==> src/rtl/riscv_pkg.sv <==
// +----------------------------------------------------------------------------+
// | riscv_pkg : shared constants and fetch state encoding for the IF stage     |
// | Rev 1.0 : initial release                                                  |
// +----------------------------------------------------------------------------+
`default_nettype none

package riscv_pkg;

    localparam int XLEN = 32;

    // addi x0, x0, 0
    localparam logic [XLEN-1:0] RV_NOP_INSTR = 32'h0000_0013;

    typedef enum logic [1:0] {
        FS_REQ  = 2'd0,
        FS_WAIT = 2'd1,
        FS_HOLD = 2'd2
    } fetch_state_e;

endpackage

`default_nettype wire

==> src/rtl/if_pc_reg.sv <==
// +----------------------------------------------------------------------------+
// | if_pc_reg : program counter with +4 advance and word-aligned redirect      |
// | Rev 1.0 : initial release                                                  |
// +----------------------------------------------------------------------------+
`default_nettype none

module if_pc_reg
    import riscv_pkg::*;
#(
    parameter logic [XLEN-1:0] RESET_PC = 32'h0000_0000
) (
    input  logic            clk,
    input  logic            reset,
    input  logic            load_branch,
    input  logic [XLEN-1:0] branch_target,
    input  logic            advance,
    output logic [XLEN-1:0] pc_q
);

    // Redirect has priority; low target bits are dropped to keep the PC word aligned.
    always_ff @(posedge clk or posedge reset) begin
        if (reset) begin
            pc_q <= RESET_PC;
        end else if (load_branch) begin
            pc_q <= branch_target & ~32'h0000_0003;
        end else if (advance) begin
            pc_q <= pc_q + 32'd4;
        end
    end

endmodule

`default_nettype wire

==> src/rtl/if_fetch_unit.sv <==
// +----------------------------------------------------------------------------+
// | if_fetch_unit : IF stage, one outstanding imem request, stall and redirect |
// | Rev 1.0 : initial release                                                  |
// +----------------------------------------------------------------------------+
`default_nettype none

module if_fetch_unit
    import riscv_pkg::*;
#(
    parameter logic [XLEN-1:0] RESET_PC  = 32'h0000_0000,
    parameter logic [XLEN-1:0] NOP_INSTR = RV_NOP_INSTR
) (
    input  logic            clk,
    input  logic            reset,
    input  logic            PC_write,
    input  logic            PCSrc,
    input  logic [XLEN-1:0] PC_Branch,
    output logic            imem_req,
    output logic [XLEN-1:0] imem_addr,
    input  logic            imem_ready,
    input  logic            imem_rvalid,
    input  logic [XLEN-1:0] imem_rdata,
    output logic [XLEN-1:0] PC_IF,
    output logic [XLEN-1:0] INSTRUCTION_IF,
    output logic            fetch_valid
);

    fetch_state_e    state_q;
    logic            drop_q;
    logic [XLEN-1:0] hold_q;
    logic [XLEN-1:0] pc_q;

    logic in_req;
    logic in_wait;
    logic in_hold;
    logic deliver_now;
    logic present_hold;
    logic advance;

    assign in_req  = (state_q == FS_REQ);
    assign in_wait = (state_q == FS_WAIT);
    assign in_hold = (state_q == FS_HOLD);

    // A response that survives redirects is either passed straight through or parked in hold_q.
    assign deliver_now  = in_wait & imem_rvalid & ~drop_q & ~PCSrc & PC_write;
    assign present_hold = in_hold & ~PCSrc;
    assign advance      = (deliver_now | present_hold) & PC_write;

    assign imem_req       = in_req & ~PCSrc;
    assign imem_addr      = pc_q;
    assign PC_IF          = pc_q;
    assign fetch_valid    = deliver_now | present_hold;
    assign INSTRUCTION_IF = deliver_now  ? imem_rdata :
                            present_hold ? hold_q     : NOP_INSTR;

    if_pc_reg #(
        .RESET_PC (RESET_PC)
    ) u_pc_reg (
        .clk           (clk),
        .reset         (reset),
        .load_branch   (PCSrc),
        .branch_target (PC_Branch),
        .advance       (advance),
        .pc_q          (pc_q)
    );

    always_ff @(posedge clk or posedge reset) begin
        if (reset) begin
            state_q <= FS_REQ;
            drop_q  <= 1'b0;
            hold_q  <= NOP_INSTR;
        end else begin
            case (state_q)
                FS_REQ: begin
                    if (imem_req && imem_ready) begin
                        state_q <= FS_WAIT;
                    end
                end
                FS_WAIT: begin
                    if (imem_rvalid) begin
                        drop_q <= 1'b0;
                        if (PCSrc || drop_q || PC_write) begin
                            state_q <= FS_REQ;
                        end else begin
                            hold_q  <= imem_rdata;
                            state_q <= FS_HOLD;
                        end
                    end else if (PCSrc) begin
                        // The in-flight response now belongs to a squashed path.
                        drop_q <= 1'b1;
                    end
                end
                FS_HOLD: begin
                    if (PCSrc || PC_write) begin
                        state_q <= FS_REQ;
                    end
                end
                default: begin
                    state_q <= FS_REQ;
                end
            endcase
        end
    end

endmodule

`default_nettype wire

==> config.mk <==
export PLATFORM = sky130hd
export DESIGN_NAME = if_fetch_unit
export DESIGN_NICKNAME = d
export VERILOG_FILES = /design/src/rtl/riscv_pkg.sv /design/src/rtl/if_pc_reg.sv /design/src/rtl/if_fetch_unit.sv
export SDC_FILE = /design/constraint.sdc
export NUM_CORES = 1
export LEC_CHECK = 0
export ABC_AREA = 1
export BUFFER_PORTS_ARGS = -buffer_cell sky130_fd_sc_hd__buf_2
export CAP_MARGIN = 20
export CORE_UTILIZATION = 40
export CTS_BUF_LIST = sky130_fd_sc_hd__clkbuf_4 sky130_fd_sc_hd__clkbuf_8 sky130_fd_sc_hd__clkbuf_16
export DETAILED_ROUTE_END_ITERATION = 6
export PLACE_DENSITY = 0.67
export SLEW_MARGIN = 20
export SYNTH_ARGS = -nofsm -noshare
export SYNTH_HDL_FRONTEND = slang
export SYNTH_SLANG_ARGS = --single-unit
==> constraint.sdc <==
create_clock -name clk -period 2.89 [get_ports clk]
set_input_delay 0.578 -clock clk [delete_from_list [all_inputs] [get_ports clk]]
set_output_delay 0.578 -clock clk [all_outputs]
set_load 0.02 [all_outputs]
==> results.toml <==
[synthesis]
synth_top_family_by_area = "simple AND/OR/NAND/NOR gates"
synth_cell_types = 27
synth_adder_area_share_pct = 0.2812
yosys.area_share.simple_pct = 37.77
syn_avg_cell_area_um2 = 6.601
synth_compound_area_share_pct = 9.449
synthMuxAreaShare_pct = 0
synth_seq_cells = 65
synth_xor_area_share_pct = 0.7874
synthCells = 674
ys_seq_area_share_pct = 36.64
netlist_area_um2 = 4449
ys_warn_count = 0

[timing]
fmax_mhz = 391.3
slew_headroom_pct = 57.15
rsz0062_at_grt = "no"
min_period_over_period_pct = 88.43
finalCriticalPeriod_ps = 2556
setup_tns_ps = 0
skew_ps = 8.230
finalHoldViolations = 0
holdWs_ps = 272.2
finalSetupViolCount = 0
worst_slew_pin_slew_ps = 640.5
maxSlewViolCount = 0

[power_and_ir_drop]
powerDensity_nw_per_um2 = 598.0
p_clk_share_pct = 27.1
p_int_uw = 1990
pwr-share-comb_pct = 30.4
p_sw_share_pct = 37.43
pwr-share-seq_pct = 42.5
power_leakage_uw = 0.002916
worst_ir_drop_vdd_v = 0.0002423
switching_power_uw = 1191

[floorplan]
die_h_um = 107.5
initial_utilization_pct = 41.04
coreArea_um2 = 10840
rows = 38
ios = 168
die_x_um = 107.5
die_area_um2 = 11550

[grt]
grt_first_pass_wirelength_um = 18240
grt_start_max_net_pins = 66
grt_pass1_vias = 3981
grt_overflow = 0
track_usage_pct = 19.91
antenna_found_initial = 0

[worst_setup_path]
crit_required_ps = 2310
crit_fanout = 32
rr_worst_depth = 7
crit_end = "INSTRUCTION_IF[14]"
rrSetupSlack_ps = 860
worstSetupEndpointType = "primary output"
cpPeakStageDelay_ps = 410
r2r-end = "u_pc_reg.pc_q[9]"
path_buf_inv = 4
cp-startpoint = "state_q[1]"
r2r-start = "state_q[0]"
cpMaxStageDelayCell = "dfrtp_1"
crit_cells = 9
start_kind = "register"
crit_chain = "inv_1 -> nand2_1 -> nor2_2 -> nand3_2 -> inv_1 -> buf_4 -> nand2_1 -> o21ai_0 -> buf_2"
cp.arrival_ps = 1980
crit_family = "buffers and inverters"
setup.worst_path.class = "reg -> out"

[detailed_routing]
route.detailed.drc = 1
drt_iter0_drc = 164
avgViaCountPerCell = 4.576
wl_per_cell_um = 11.37
vias = 4301
drt_wl_total_um = 10690
antenna_left = 0
drtPass1Iterations = 6

[clock_network]
insertion_delay_ps = 340
cts_tree = "yes"
cts_setup_buffers = 0
clockRootBuffer = "clkbuf_8"
clockBufferDepth = 2
clk_pin_slew_worst_paths_ps = 80
postCtsHoldBufs = 0
cts_made_buffers = 9
cts-htree-levels = 3
cts_resized = 0
cts_sinks = 65

[cells_and_area]
fin_area_um2 = 5319
final_layout_size_suffix_gt1_share_pct = 28.50
diodes = 0
postLayoutCoreUtil_pct = 49.07
layout.nets = 866
syn_to_final_growth_pct = 19.54

[placed_design]
place_area_um2 = 5100
io_buffers = 161
gp_congestion = 0.8210
dp_hpwl_um = 7775

[job]
drv_cap = 0

[status]
outcome = "complete, but fails checks"
violations = "DRC"

[min_path]
min_path_type = "in -> async"
[registers in the layout (all words and copies together) (netlist names)]
name / cells
u_pc_reg.pc_q: 30
hold_q: 32
drop_q: 1
state_q: 2
[cell usage after synthesis (all sizes together)]
cell | number | area [um^2]
nand2 | 214 | 838.3
and2 | 1 | 6.260
xor2 | 3 | 26.28
dfrtp | 62 | 1551
conb | 1 | 3.750
o21ai | 47 | 235.2
nand3 | 44 | 237.7
nor2 | 126 | 580.6
buf | 52 | 370.4
nand3b | 1 | 7.510
a21oi | 37 | 185.2
ha | 1 | 12.51
dfstp | 3 | 78.83
clkbuf | 7 | 26.28
xnor2 | 1 | 8.760
nor3 | 2 | 10.01
inv | 72 | 270.3
[worst reg2reg max path: stages, from the launching register on]
cell,delay (ps)
dfrtp_1,390
nor2_1,60
nand2_2,490
nand3_4,170
nand2_4,430
inv_2,220
nand2_1,120
nand2_1,50
[cells in the final DEF, fill, tap and decap left out, drive strengths merged]
master and instances:
a21oi 37, and2 1, buf 166, bufinv 2, clkbuf 9, clkinv 4, clkinvlp 1, conb 4
dfrtp 62, dfstp 3, ha 1, inv 72, nand2 214, nand3 44, nand3b 1, nor2 126
nor3 2, o21ai 47, xnor2 1, xor2 3
[final cells by class]
class | count | area, um^2
Clock inverter | 7 | 95.09
Sequential cell | 65 | 1630
Inverter | 72 | 270.3
Multi-Input combinational cell | 481 | 2168
Tap cell | 140 | 175.2
Fill cell | 1179 | 5522
Clock buffer | 9 | 123.9
Timing Repair Buffer | 166 | 855.8
[how the worst min path moves through the flow]
stage	from	end	slack, ps	cells past startpoint
floorplan	hold_q[0]	hold_q[0]	450	2
global placement	hold_q[0]	hold_q[0]	460	2
detailed placement	hold_q[4]	hold_q[4]	470	2
CTS	reset	hold_q[8]	270	2
global route	reset	hold_q[8]	310	2
finish	reset	hold_q[8]	270	2
[per-layer routing]
layer | wire length (um) | part of all wire [%] | track usage (%)
met3 | 730 | 6.8 | 4.358
met4 | 211 | 2.0 | 7.241
met1 | 4890 | 46 | 24.68
met2 | 4852 | 45 | 33.87
met5 | 0 | 0 | 0
[through the flow]
step / std cells / setup WS [ps] / power [uW]
5_1_grt: 940 / 120.9 / 3429
3_3_place_gp: 924 / 328.2 / 2321
3_5_place_dp: 924 / 295.8 / 2341
2_1_floorplan: 677 / 690.5 / 2113
6_report: 940 / 334.2 / 3181
4_1_cts: 940 / 281.1 / 3217
[kinds of logic after synthesis]
family          count (synthesis)
other cells                     1
simple gates                  388
fa+ha+maj                       1
buf+inv                       131
compound gates                 84
xor+xnor                        4
flops                          65
[power groups by stage]
stage / sequential (uW) / combinational (uW) / clock [uW]
2_1_floorplan: 1410 / 699 / 0
3_3_place_gp: 1360 / 962 / 0
3_5_place_dp: 1370 / 972 / 0
4_1_cts: 1350 / 975 / 887
5_1_grt: 1400 / 1110 / 923
6_report: 1350 / 965 / 862
(Power assumes the default switching activity.)
